<file path="src/rtl/prog_loader.sv">
`default_nettype none
// ============================================================================
// Module      : prog_loader
// Description : Byte-stream program loader; writes big-endian 16-bit words
//               into instruction memory from LOAD_BASE and releases the CPU.
//               Optional trailing XOR checksum: PROG_LOADER_CHECKSUM_EN.
// Revision    : 1.0 - initial release
// ============================================================================
module prog_loader #(
    parameter int N         = 16,
    parameter int M         = 1024,
    parameter int LOAD_BASE = 1
) (
    input  logic         clk,
    input  logic         rst_n,
    input  logic [7:0]   rx_data,
    input  logic         rx_valid,
    output logic         rx_ready,
    output logic [N-1:0] mem_addr,
    output logic [N-1:0] mem_wdata,
    output logic         mem_we,
    output logic         cpu_run,
    output logic         busy,
    output logic         done,
    output logic         err
);

    localparam logic [2:0] S_IDLE    = 3'd0;
    localparam logic [2:0] S_LEN_LO  = 3'd1;
    localparam logic [2:0] S_WORD_HI = 3'd2;
    localparam logic [2:0] S_WORD_LO = 3'd3;
    localparam logic [2:0] S_DONE    = 3'd4;
    localparam logic [2:0] S_ERR     = 3'd5;
`ifdef PROG_LOADER_CHECKSUM_EN
    localparam logic [2:0] S_CHK     = 3'd6;
`endif

    // Largest word count that keeps LOAD_BASE+k inside the memory
    localparam logic [N-1:0] c_max_len   = N'(M - LOAD_BASE);
    localparam logic [N-1:0] c_load_base = N'(LOAD_BASE);
    localparam logic [N-1:0] c_one       = N'(1);

    logic [2:0]   r_state;
    logic         r_rx_ready;
    logic [7:0]   r_len_hi;
    logic [7:0]   r_hi;
    logic [N-1:0] r_len;
    logic [N-1:0] r_k;
    logic [N-1:0] r_mem_addr;
    logic [N-1:0] r_mem_wdata;
    logic         r_mem_we;
    logic         r_cpu_run;
    logic         r_busy;
    logic         r_done;
    logic         r_err;
`ifdef PROG_LOADER_CHECKSUM_EN
    logic [7:0]   r_csum;
`endif

    logic         w_accept;
    logic [N-1:0] w_len;
    logic [N-1:0] w_k_next;

    assign w_accept = rx_valid && r_rx_ready;
    assign w_len    = N'({r_len_hi, rx_data});
    assign w_k_next = r_k + c_one;

    always_ff @(posedge clk) begin
        if (!rst_n) begin
            r_state     <= S_IDLE;
            r_rx_ready  <= 1'b0;
            r_len_hi    <= 8'h00;
            r_hi        <= 8'h00;
            r_len       <= '0;
            r_k         <= '0;
            r_mem_addr  <= '0;
            r_mem_wdata <= '0;
            r_mem_we    <= 1'b0;
            r_cpu_run   <= 1'b0;
            r_busy      <= 1'b0;
            r_done      <= 1'b0;
            r_err       <= 1'b0;
`ifdef PROG_LOADER_CHECKSUM_EN
            r_csum      <= 8'h00;
`endif
        end else begin
            // Status flags follow the state one cycle later, so done/cpu_run
            // appear the cycle after the final write pulse.
            r_mem_we   <= 1'b0;
            r_busy     <= !(r_state inside {S_IDLE, S_DONE, S_ERR});
            r_done     <= (r_state == S_DONE);
            r_cpu_run  <= (r_state == S_DONE);
            r_err      <= (r_state == S_ERR);
            r_rx_ready <= 1'b1;

            case (r_state)
                S_IDLE: begin
                    if (w_accept) begin
                        r_len_hi <= rx_data;
                        r_state  <= S_LEN_LO;
                    end
                end

                S_LEN_LO: begin
                    if (w_accept) begin
                        r_len <= w_len;
                        r_k   <= '0;
                        if (w_len == '0) begin
`ifdef PROG_LOADER_CHECKSUM_EN
                            r_state    <= S_CHK;
`else
                            r_state    <= S_DONE;
                            r_rx_ready <= 1'b0;
`endif
                        end else if (w_len > c_max_len) begin
                            r_state    <= S_ERR;
                            r_rx_ready <= 1'b0;
                        end else begin
                            r_state <= S_WORD_HI;
                        end
                    end
                end

                S_WORD_HI: begin
                    if (w_accept) begin
                        r_hi    <= rx_data;
                        r_state <= S_WORD_LO;
`ifdef PROG_LOADER_CHECKSUM_EN
                        r_csum  <= r_csum ^ rx_data;
`endif
                    end
                end

                S_WORD_LO: begin
                    if (w_accept) begin
                        r_mem_we    <= 1'b1;
                        r_mem_addr  <= c_load_base + r_k;
                        r_mem_wdata <= N'({r_hi, rx_data});
                        r_k         <= w_k_next;
`ifdef PROG_LOADER_CHECKSUM_EN
                        r_csum      <= r_csum ^ rx_data;
`endif
                        if (w_k_next == r_len) begin
`ifdef PROG_LOADER_CHECKSUM_EN
                            r_state    <= S_CHK;
`else
                            r_state    <= S_DONE;
                            r_rx_ready <= 1'b0;
`endif
                        end else begin
                            r_state <= S_WORD_HI;
                        end
                    end
                end

`ifdef PROG_LOADER_CHECKSUM_EN
                S_CHK: begin
                    if (w_accept) begin
                        r_state    <= (rx_data == r_csum) ? S_DONE : S_ERR;
                        r_rx_ready <= 1'b0;
                    end
                end
`endif

                S_DONE, S_ERR: begin
                    r_rx_ready <= 1'b0;
                end

                default: begin
                    r_state <= S_IDLE;
                end
            endcase
        end
    end

    assign rx_ready  = r_rx_ready;
    assign mem_addr  = r_mem_addr;
    assign mem_wdata = r_mem_wdata;
    assign mem_we    = r_mem_we;
    assign cpu_run   = r_cpu_run;
    assign busy      = r_busy;
    assign done      = r_done;
    assign err       = r_err;

endmodule
`default_nettype wire

</file>
<file path="config.mk">
export PLATFORM = sky130hd
export DESIGN_NAME = prog_loader
export DESIGN_NICKNAME = d
export VERILOG_FILES = /design/src/rtl/prog_loader.sv
export SDC_FILE = /design/constraint.sdc
export NUM_CORES = 1
export LEC_CHECK = 0
export ABC_AREA = 1
export BUFFER_PORTS_ARGS = -buffer_cell sky130_fd_sc_hd__buf_4
export CORE_MARGIN = 10
export CORE_UTILIZATION = 45
export DETAILED_ROUTE_END_ITERATION = 12
export GPL_TIMING_DRIVEN = 0
export PLACE_DENSITY = 0.71
export SLEW_MARGIN = 20
export SYNTH_ARGS = -nofsm -noshare
export SYNTH_HDL_FRONTEND = slang
export SYNTH_SLANG_ARGS = --single-unit
</file>
<file path="constraint.sdc">
create_clock -name clk -period 2.2 [get_ports clk]
set_clock_uncertainty 0.15 [all_clocks]
set_input_delay 0 -clock clk [delete_from_list [all_inputs] [get_ports clk]]
set_output_delay 0 -clock clk [all_outputs]
set_load 0.1 [all_outputs]
</file>
# After elaboration in Yosys (flattened, before gate mapping)
# Cells that the tools add are included.
# op_classes
eq_ne	10
bitwise	1
reduce_logical	14
order_cmp	1
addsub	1
n_mux	18
# op_table
cell	n
$mux W16	2
$pmux W16 S2	1
$mux W3	7
$add A1 B16 Y16 const A	1
$eq A16 B16 Y1	1
$gt A16 B10 Y1 const B	1
$logic_not A16 Y1	1
$pmux W3 S5	1
$reduce_and A2 Y1	5
$ne A2 B2 Y1 const B	4
$eq A3 B2 Y1 const B	2
$eq A3 B3 Y1 const B	2
$mux W1	6
$reduce_and A5 Y1	1
$eq A3 B1 Y1 const B	1
$logic_not A3 Y1	1
$pmux W1 S3	1
$reduce_and A3 Y1	1
$reduce_bool A3 Y1	1
$reduce_bool A2 Y1	1
$reduce_or A2 Y1	1
$logic_and A1 B1 Y1	1
$logic_not A1 Y1	1
$not A1 Y1	1
# totals
wordCells	57
out_inout_bits	38
input_bits	11
reg_bits	88

# Longest topological paths before layout
# Gate-level depths: netlist of the first run.
# depth
word_depth	5
depth_mapped	17
mapped_depth_nobuf	17

# Worst setup path after synthesis of the first run
# Ideal clock, no wire load.
# synth_path
kind	reg2reg
startpoint	register r_rx_ready, in the netlist rx_ready
endpoint	register r_mem_addr[10], in the netlist mem_addr[10]
arrival_ns	2.308
stages_incl_launch_ff	11
required_ns	1.918
setup_ns	0.132
path_buffers	1
synth_period_minus_slack_ns	2.591
slack_ns	-0.391
path_cell_list	dfxtp_1 > nand2_1 > nor2_1 > inv_1 > nor2_2 > inv_2 > nor2_2 > inv_1 > clkbuf_1 > nand2_1 > a21oi_1
# synth_between
elab_chain_len	2
# synth_rtl
element	line	source
start, declared	44	logic r_rx_ready;
start signal, assigned	71	r_rx_ready <= 1'b0;
start signal, assigned	94	r_rx_ready <= 1'b1;
start signal, assigned	113	r_rx_ready <= 1'b0;
$logic_and A1 B1 Y1	64	assign w_accept = rx_valid && r_rx_ready;
$reduce_and A2 Y1 (no line)	-	
end signal, assigned	137	r_mem_addr <= c_load_base + r_k;
end, declared	49	logic [N-1:0] r_mem_addr;
# No other way between the ends.
# A chain may end at the register's enable or synchronous reset.

# Final worst setup path of the first run
# layout_path
startpoint	register r_k[0]
endpoint	register r_rx_ready, in the netlist rx_ready
# layout_between
elab_chain_len	5
# layout_rtl
element	line	source
start, declared	48	logic [N-1:0] r_k;
start signal, assigned	139	r_k <= w_k_next;
$add A1 B16 Y16	66	assign w_k_next = r_k + c_one;
$eq A16 B16 Y1	143	if (w_k_next == r_len) begin
$mux W1	143	
$mux W1	135	if (w_accept) begin
$pmux W1 S3	96	case (r_state)
end signal, assigned	94	
end signal, assigned	113	
end signal, assigned	148	r_rx_ready <= 1'b0;
# No other way between the ends.

==> results of run 1 <==
-- routing by layer --
metal	global-route usage (%)	vias up	part of all wire [%]
met5	0	-	0
met2	25.4	95	47
met1	18.2	1643	45
met3	5.37	15	6.2
li1	-	1846	-
met4	5.48	0	1.7
-- worst max path at each step --
stage / from / cells past startpoint / slack (ps) / endpoint
4_1_cts: r_k[0] / 15 / 10 / rx_ready
5_1_grt: r_k[0] / 15 / -30 / r_state[1]
3_3_place_gp: r_k[0] / 15 / -110 / rx_ready
6_report: r_k[0] / 14 / 120 / rx_ready
2_1_floorplan: rx_ready / 10 / 140 / mem_addr[10]
3_5_place_dp: r_k[0] / 13 / -140 / rx_ready
-- per-stage QoR --
stage | setup WS, ps | power [mW]
floorplan | 135 | 1.81
global placement | -111 | 1.88
detailed placement | -143 | 1.88
CTS | 13.6 | 2.95
global route | -34.2 | 3.05
finish | 119 | 2.94
-- logic make-up after synthesis --
group | share of synthesized area, %
adder cells (fa/ha/maj) | 0.331
flip-flops | 46.6
XOR/XNOR | 2.58
AND/OR/NAND/NOR | 29.0
AO/OA/AOI/OAI | 14.8
buffers and inverters | 6.72
-- worst max-delay path: cells and delay by family (launching register included) --
family	cells	cell delay, ps
flops	1	400
fa+ha+maj	1	160
compound gates	1	80
simple gates	12	1220
-- repair_timing --
action,in CTS,in global routing
buffers inserted,0,2
pin swaps,0,6
hold buffers,10,0
endpoints found under the setup margin,32,41
endpoints found under the hold margin,44,0
resized for setup,6,27
-- final cells by class --
type                            count  share of cell area, %
Buffer                             19                   1.77
Tap cell                          105                   2.82
Timing Repair Buffer               60                   10.2
Clock buffer                       10                   2.96
Multi-Input combinational cell    372                   39.2
Inverter                           47                   3.79
Clock inverter                      6                   1.10
Sequential cell                    88                   38.1
-- flip-flops by register name, indices dropped and copies added (netlist names) --
register   cells
r_len         16
r_k           16
rx_ready       1
r_state        3
err            1
r_len_hi       8
r_hi           8
busy           1
mem_we         1
mem_wdata     16
mem_addr      16
done           1
-- power by group --
part	switching (mW)	internal (mW)
Combinational	0.148	0.0756
Sequential	0.0181	1.62
Clock	0.626	0.455
-- layout by cell type, fill, tap and decap left out, drive strengths merged --
cell         synthesis  routed
dfxtp               88      88
nor4                 5       5
xnor2                2       2
nand2              111     111
ha                   1       1
nand4                6       6
nor2                99      99
buf                  3      56
nor3                 1       1
o211ai               1       1
dlygate4sd3          0      10
nand3b               1       1
a21oi               52      52
o21ai               54      54
and2                 2       2
nand3               29      29
clkinvlp             0       1
clkbuf              16      23
inv                 46      48
a221oi               1       1
xor2                 4       4
clkinv               1       4
xnor3                2       2
a31oi                1       1
==> qor.csv, run 1 <==
stage,metric,value,unit
finish,Sequential Area,0.00177,mm2
critical_path,Worst Path Required,2320,ps
drt,Via Count,3599,
hold_path,Hold Crit Class,primary input to flip-flop,
logic_synthesis,Syn Inst Count,526,
critical_path,"critical path fanouts, max",7,
placement,Placed Area,0.00427,mm2
logic_synthesis,fraction of registers with async set/reset,0,%
finish,P&R area growth vs syn,23.3,%
global_routing,antenna violations before repair,0,
power_and_ir_drop,peak supply drop,0.384,mV
logic_synthesis,Yosys top cell area share,46.6,%
placement,dpl cells,679,
die,I/O Pins,49,
outcome,status,finished clean,
hold_path,hold path startpoint,rx_data[1],
run,Max Cap Viol,0,
timing,final setup violation count,0,
critical_path,slowest CP cell,dfxtp_4,
placement,Placer Congestion,0.879,
finish,non-filler instance count after layout,707,
timing,Slew Limit Fails,0,
logic_synthesis,most frequent cell after synthesis,nand2_1,
die,std cell rows,33,
critical_path,CP peak stage delay,400,ps
critical_path,r2r endpoint,rx_ready,
logic_synthesis,number of flops mapped to enable cells by yosys,0,
clock_tree,CTS tree,built,
timing,Fin Hold WS,292,ps
finish,layout cells sized above 1,18.1,%
logic_synthesis,#FFs+latches synth,88,
finish,area of the multi-input gates,0.00183,mm2
timing,Rel. slew slack,58.7,%
clock_tree,worst-case clock buffer depth,2,
critical_path,r2r setup slk,120,ps
logic_synthesis,Synth area leader,dfxtp_1,
die,Die W,112,um
power_and_ir_drop,Leak Pwr,1.96,nW
critical_path,Critical Path Start Type,flip-flop,
timing,worst slew pin tran,620,ps
global_routing,Total GRT Usage,15.4,%
drt,Final ANT Viol Nets,0,
hold_path,hold path cells,4,
critical_path,CP cell instances,ha_4 > nand2_2 > nor2_4 > nand2_1 > nand2_1 > and2_1 > nor2_1 > nor2_1 > nand2_1 > nor2_1 > nand2_1 > nand2_2 > o211ai_2 > and2_1,
clock_tree,CTS Buf Count,9,
global_routing,Congestion Overflow GR,0,
finish,final instance area,0.00466,mm2
finish,fillers,785,
logic_synthesis,top_reg_cell synth,dfxtp_1,
critical_path,Reg2Reg Depth,14,
finish,Ant. Diodes,0,
timing,Fin. Hold Viols,0,
hold_path,hold endpoint,mem_wdata[1],
global_routing,number of global-route vias before repair,3388,
clock_tree,"CTS clk-pin slew, worst paths",100,ps
global_routing,largest net degree at the start of global routing,17,
logic_synthesis,Area contributors post-synth,"dfxtp_1 (47%), nand2_1 (11%), nor2_1 (8.9%)",
placement,I/O Buffers,48,
clock_tree,Sink Count,88,
global_routing,first-pass GRT wire length,16200,um
logic_synthesis,Mapped Area,0.00378,mm2
placement,post-DP HPWL,7190,um
finish,nets,609,
timing,Final TNS setup,0,ps
drt,post-DR vias/cell,5.09,
logic_synthesis,net count after synthesis,538,
logic_synthesis,most instantiated cells after synthesis,"nand2_1 (107), nor2_1 (90), dfxtp_1 (88)",
die,Die ar.,0.0125,mm2
clock_tree,worst-skew pair later-pin latency,370,ps
timing,final worst-path cycle share,94.6,%
critical_path,"most used cell, CP",nand2_1,
logic_synthesis,register area share after synthesis,46.6,%
timing,RSZ-0062 raised after global routing,true,
die,total core area,0.00818,mm2
drt,drt total wl,9730,um
drt,WL per Instance,13.8,um
die,Die Ht,112,um
logic_synthesis,unique cell type count in the Yosys netlist,31,
drt,DRC Markers,0,
critical_path,start of the worst register-to-register path,r_k[0],
logic_synthesis,Post-Syn Area per Cell,7.18,um2
clock_tree,Root Driver,clkbuf_8,
power_and_ir_drop,PD cells,632,mW/mm2
critical_path,WS Path Type,flip-flop to flip-flop,
timing,Final min period,2080,ps
finish,fin util,56.9,%
drt,Pre-Repair DR Iteration Count,4,
logic_synthesis,Yosys Warn Count,0,
die,initial core utilization,46.2,%
timing,f_max,480,MHz
critical_path,CP Capture Type,flip-flop,
drt,initial DRC count,140,
critical_path,Crit path arrival time,2210,ps
clock_tree,H-tree levels,3,
No activity file was read; power rests on OpenSTA's default activity.
==> run 2: changes to the inputs <==
REMOVE_ABC_BUFFERS = 1   (was not set)
==> qor.csv, run 2 (same netlist as run 1, synthesis figures left out) <==
stage,metric,value,unit
drt,drt total wl,9610,um
clock_tree,Sink Count,88,
finish,nets,599,
hold_path,hold path startpoint,rx_data[2],
placement,post-place setup slack,-978,ps
timing,f_max,459,MHz
timing,Slew Limit Fails,0,
timing,RSZ-0062 raised after global routing,true,
timing,Final min period,2180,ps
clock_tree,H-tree levels,3,
drt,Via Count,3519,
finish,fin util,57.8,%
timing,final setup margin,22.2,ps
die,I/O Pins,49,
placement,post-DP HPWL,6250,um
global_routing,largest net degree at the start of global routing,53,
drt,Pre-Repair DR Iteration Count,4,
clock_tree,worst-case clock buffer depth,2,
die,Die ar.,0.0125,mm2
critical_path,"critical path fanouts, max",18,
critical_path,start of the worst register-to-register path,rx_ready,
die,total core area,0.00818,mm2
die,initial core utilization,46.2,%
drt,post-DR vias/cell,5.05,
timing,final worst-path cycle share,99.0,%
placement,Placer Congestion,0.868,
placement,I/O Buffers,48,
hold_path,hold path cells,4,
hold_path,Hold Crit Class,primary input to flip-flop,
critical_path,Critical Path Start Type,flip-flop,
timing,final setup violation count,0,
outcome,status,finished clean,
finish,P&R area growth vs syn,25.1,%
global_routing,number of global-route vias before repair,3385,
power_and_ir_drop,PD cells,637,mW/mm2
die,Die W,112,um
global_routing,Total GRT Usage,15.1,%
power_and_ir_drop,peak supply drop,0.443,mV
drt,Final ANT Viol Nets,0,
clock_tree,Root Driver,clkbuf_8,
critical_path,WS Path Type,flip-flop to flip-flop,
finish,layout cells sized above 1,20.1,%
timing,Fin. Hold Viols,0,
clock_tree,"CTS clk-pin slew, worst paths",90,ps
critical_path,Worst Path Required,2310,ps
global_routing,first-pass GRT wire length,16100,um
drt,DRC Markers,0,
critical_path,Crit path arrival time,2290,ps
finish,"commonest non-fill, non-tap cell in the layout",nand2_1,
run,Max Cap Viol,0,
clock_tree,worst-skew pair later-pin latency,370,ps
drt,WL per Instance,13.8,um
global_routing,antenna violations before repair,0,
finish,Ant. Diodes,0,
timing,worst slew pin tran,635,ps
die,Die Ht,112,um
timing,Rel. slew slack,57.6,%
drt,initial DRC count,176,
critical_path,CP Capture Type,flip-flop,
hold_path,hold endpoint,r_hi[2],
power_and_ir_drop,Leak Pwr,2.00,nW
critical_path,r2r endpoint,mem_wdata[0],
critical_path,r2r setup slk,20,ps
global_routing,Congestion Overflow GR,0,
finish,"commonest non-fill, non-tap cells in the layout","nand2_1 (101), nor2_1 (84), dfxtp_1 (83)",
critical_path,Reg2Reg Depth,11,
clock_tree,CTS Buf Count,9,
die,std cell rows,33,
clock_tree,CTS tree,built,
## run 2: changes by cell type in the layout (fill, tap and decap cells not counted), sizes merged
cell      before  now
clkinv         4    3
nor2          99  100
clkbuf        23    9
buf           56   57
bufinv         0    1
clkinvlp       1    3
## run 2: metal layers
metal	routed length (um)	track usage, %	up-vias
met2	4700	25.1	73
met5	0	0	-
met1	4220	18.1	1607
li1	-	-	1827
met3	530	3.92	12
met4	161	6.26	0
## run 2: how the worst max path moves through the flow
stage / startpoint / end / slack [ps] / cells past startpoint
after floorplan: rx_ready / mem_wdata[0] / -1170 / 9
after global placement: rx_ready / mem_wdata[8] / -1510 / 9
after detailed placement: rx_ready / mem_addr[8] / -980 / 9
after CTS: rx_ready / mem_wdata[7] / 1 / 11
after global routing: r_state[0] / r_len[5] / -140 / 7
final: rx_ready / mem_wdata[0] / 20 / 11
## run 2: area by class of cell
| cell class | count | area, um2 |
|---|---|---|
| clock buffers | 9 | 124 |
| clock inverters | 7 | 77.6 |
| fillers | 763 | 3450 |
| inverters | 47 | 184 |
| multi-input cells | 373 | 1870 |
| flip-flops and latches | 88 | 1780 |
| well taps | 105 | 131 |
| repair buffers | 67 | 557 |
| repair inverters | 1 | 7.51 |
## run 2: timing repair
action / 4_1_cts / 5_1_grt
gates cloned: 2 / 0
gates resized for setup: 10 / 29
buffers inserted: 8 / 1
endpoints found under the setup margin: 63 / 69
hold buffers: 10 / 0
pin swaps: 2 / 9
hold endpoints to repair: 52 / 0
## run 2: where the power goes
part	total, mW	switching [mW]	internal [mW]
logic	0.215	0.143	0.0717
registers	1.64	0.0185	1.62
clock network	1.16	0.622	0.537
total	3.01	0.783	2.23
## run 2: stage by stage
step	total power, mW	cells	setup TNS (ps)	area, um2	hold WS, ps
final	3.01	697	0	4720	305
after floorplan	1.80	507	-52780	3700	-22.7
after CTS	3.03	696	0	4620	288
after global placement	1.87	660	-60170	4190	126
after global routing	3.12	697	-2970	4720	329
after detailed placement	1.87	660	-38480	4200	132
## run 2: worst max-delay path: stages (launching register included)
cell and delay, ps:
dfxtp_1 340, nand2_1 140, nor2_2 200, inv_1 70, nor2_2 250, inv_4 170
nor2_4 160, buf_12 130, clkinvlp_4 80, buf_4 190, nor2_1 110, nor2_1 60
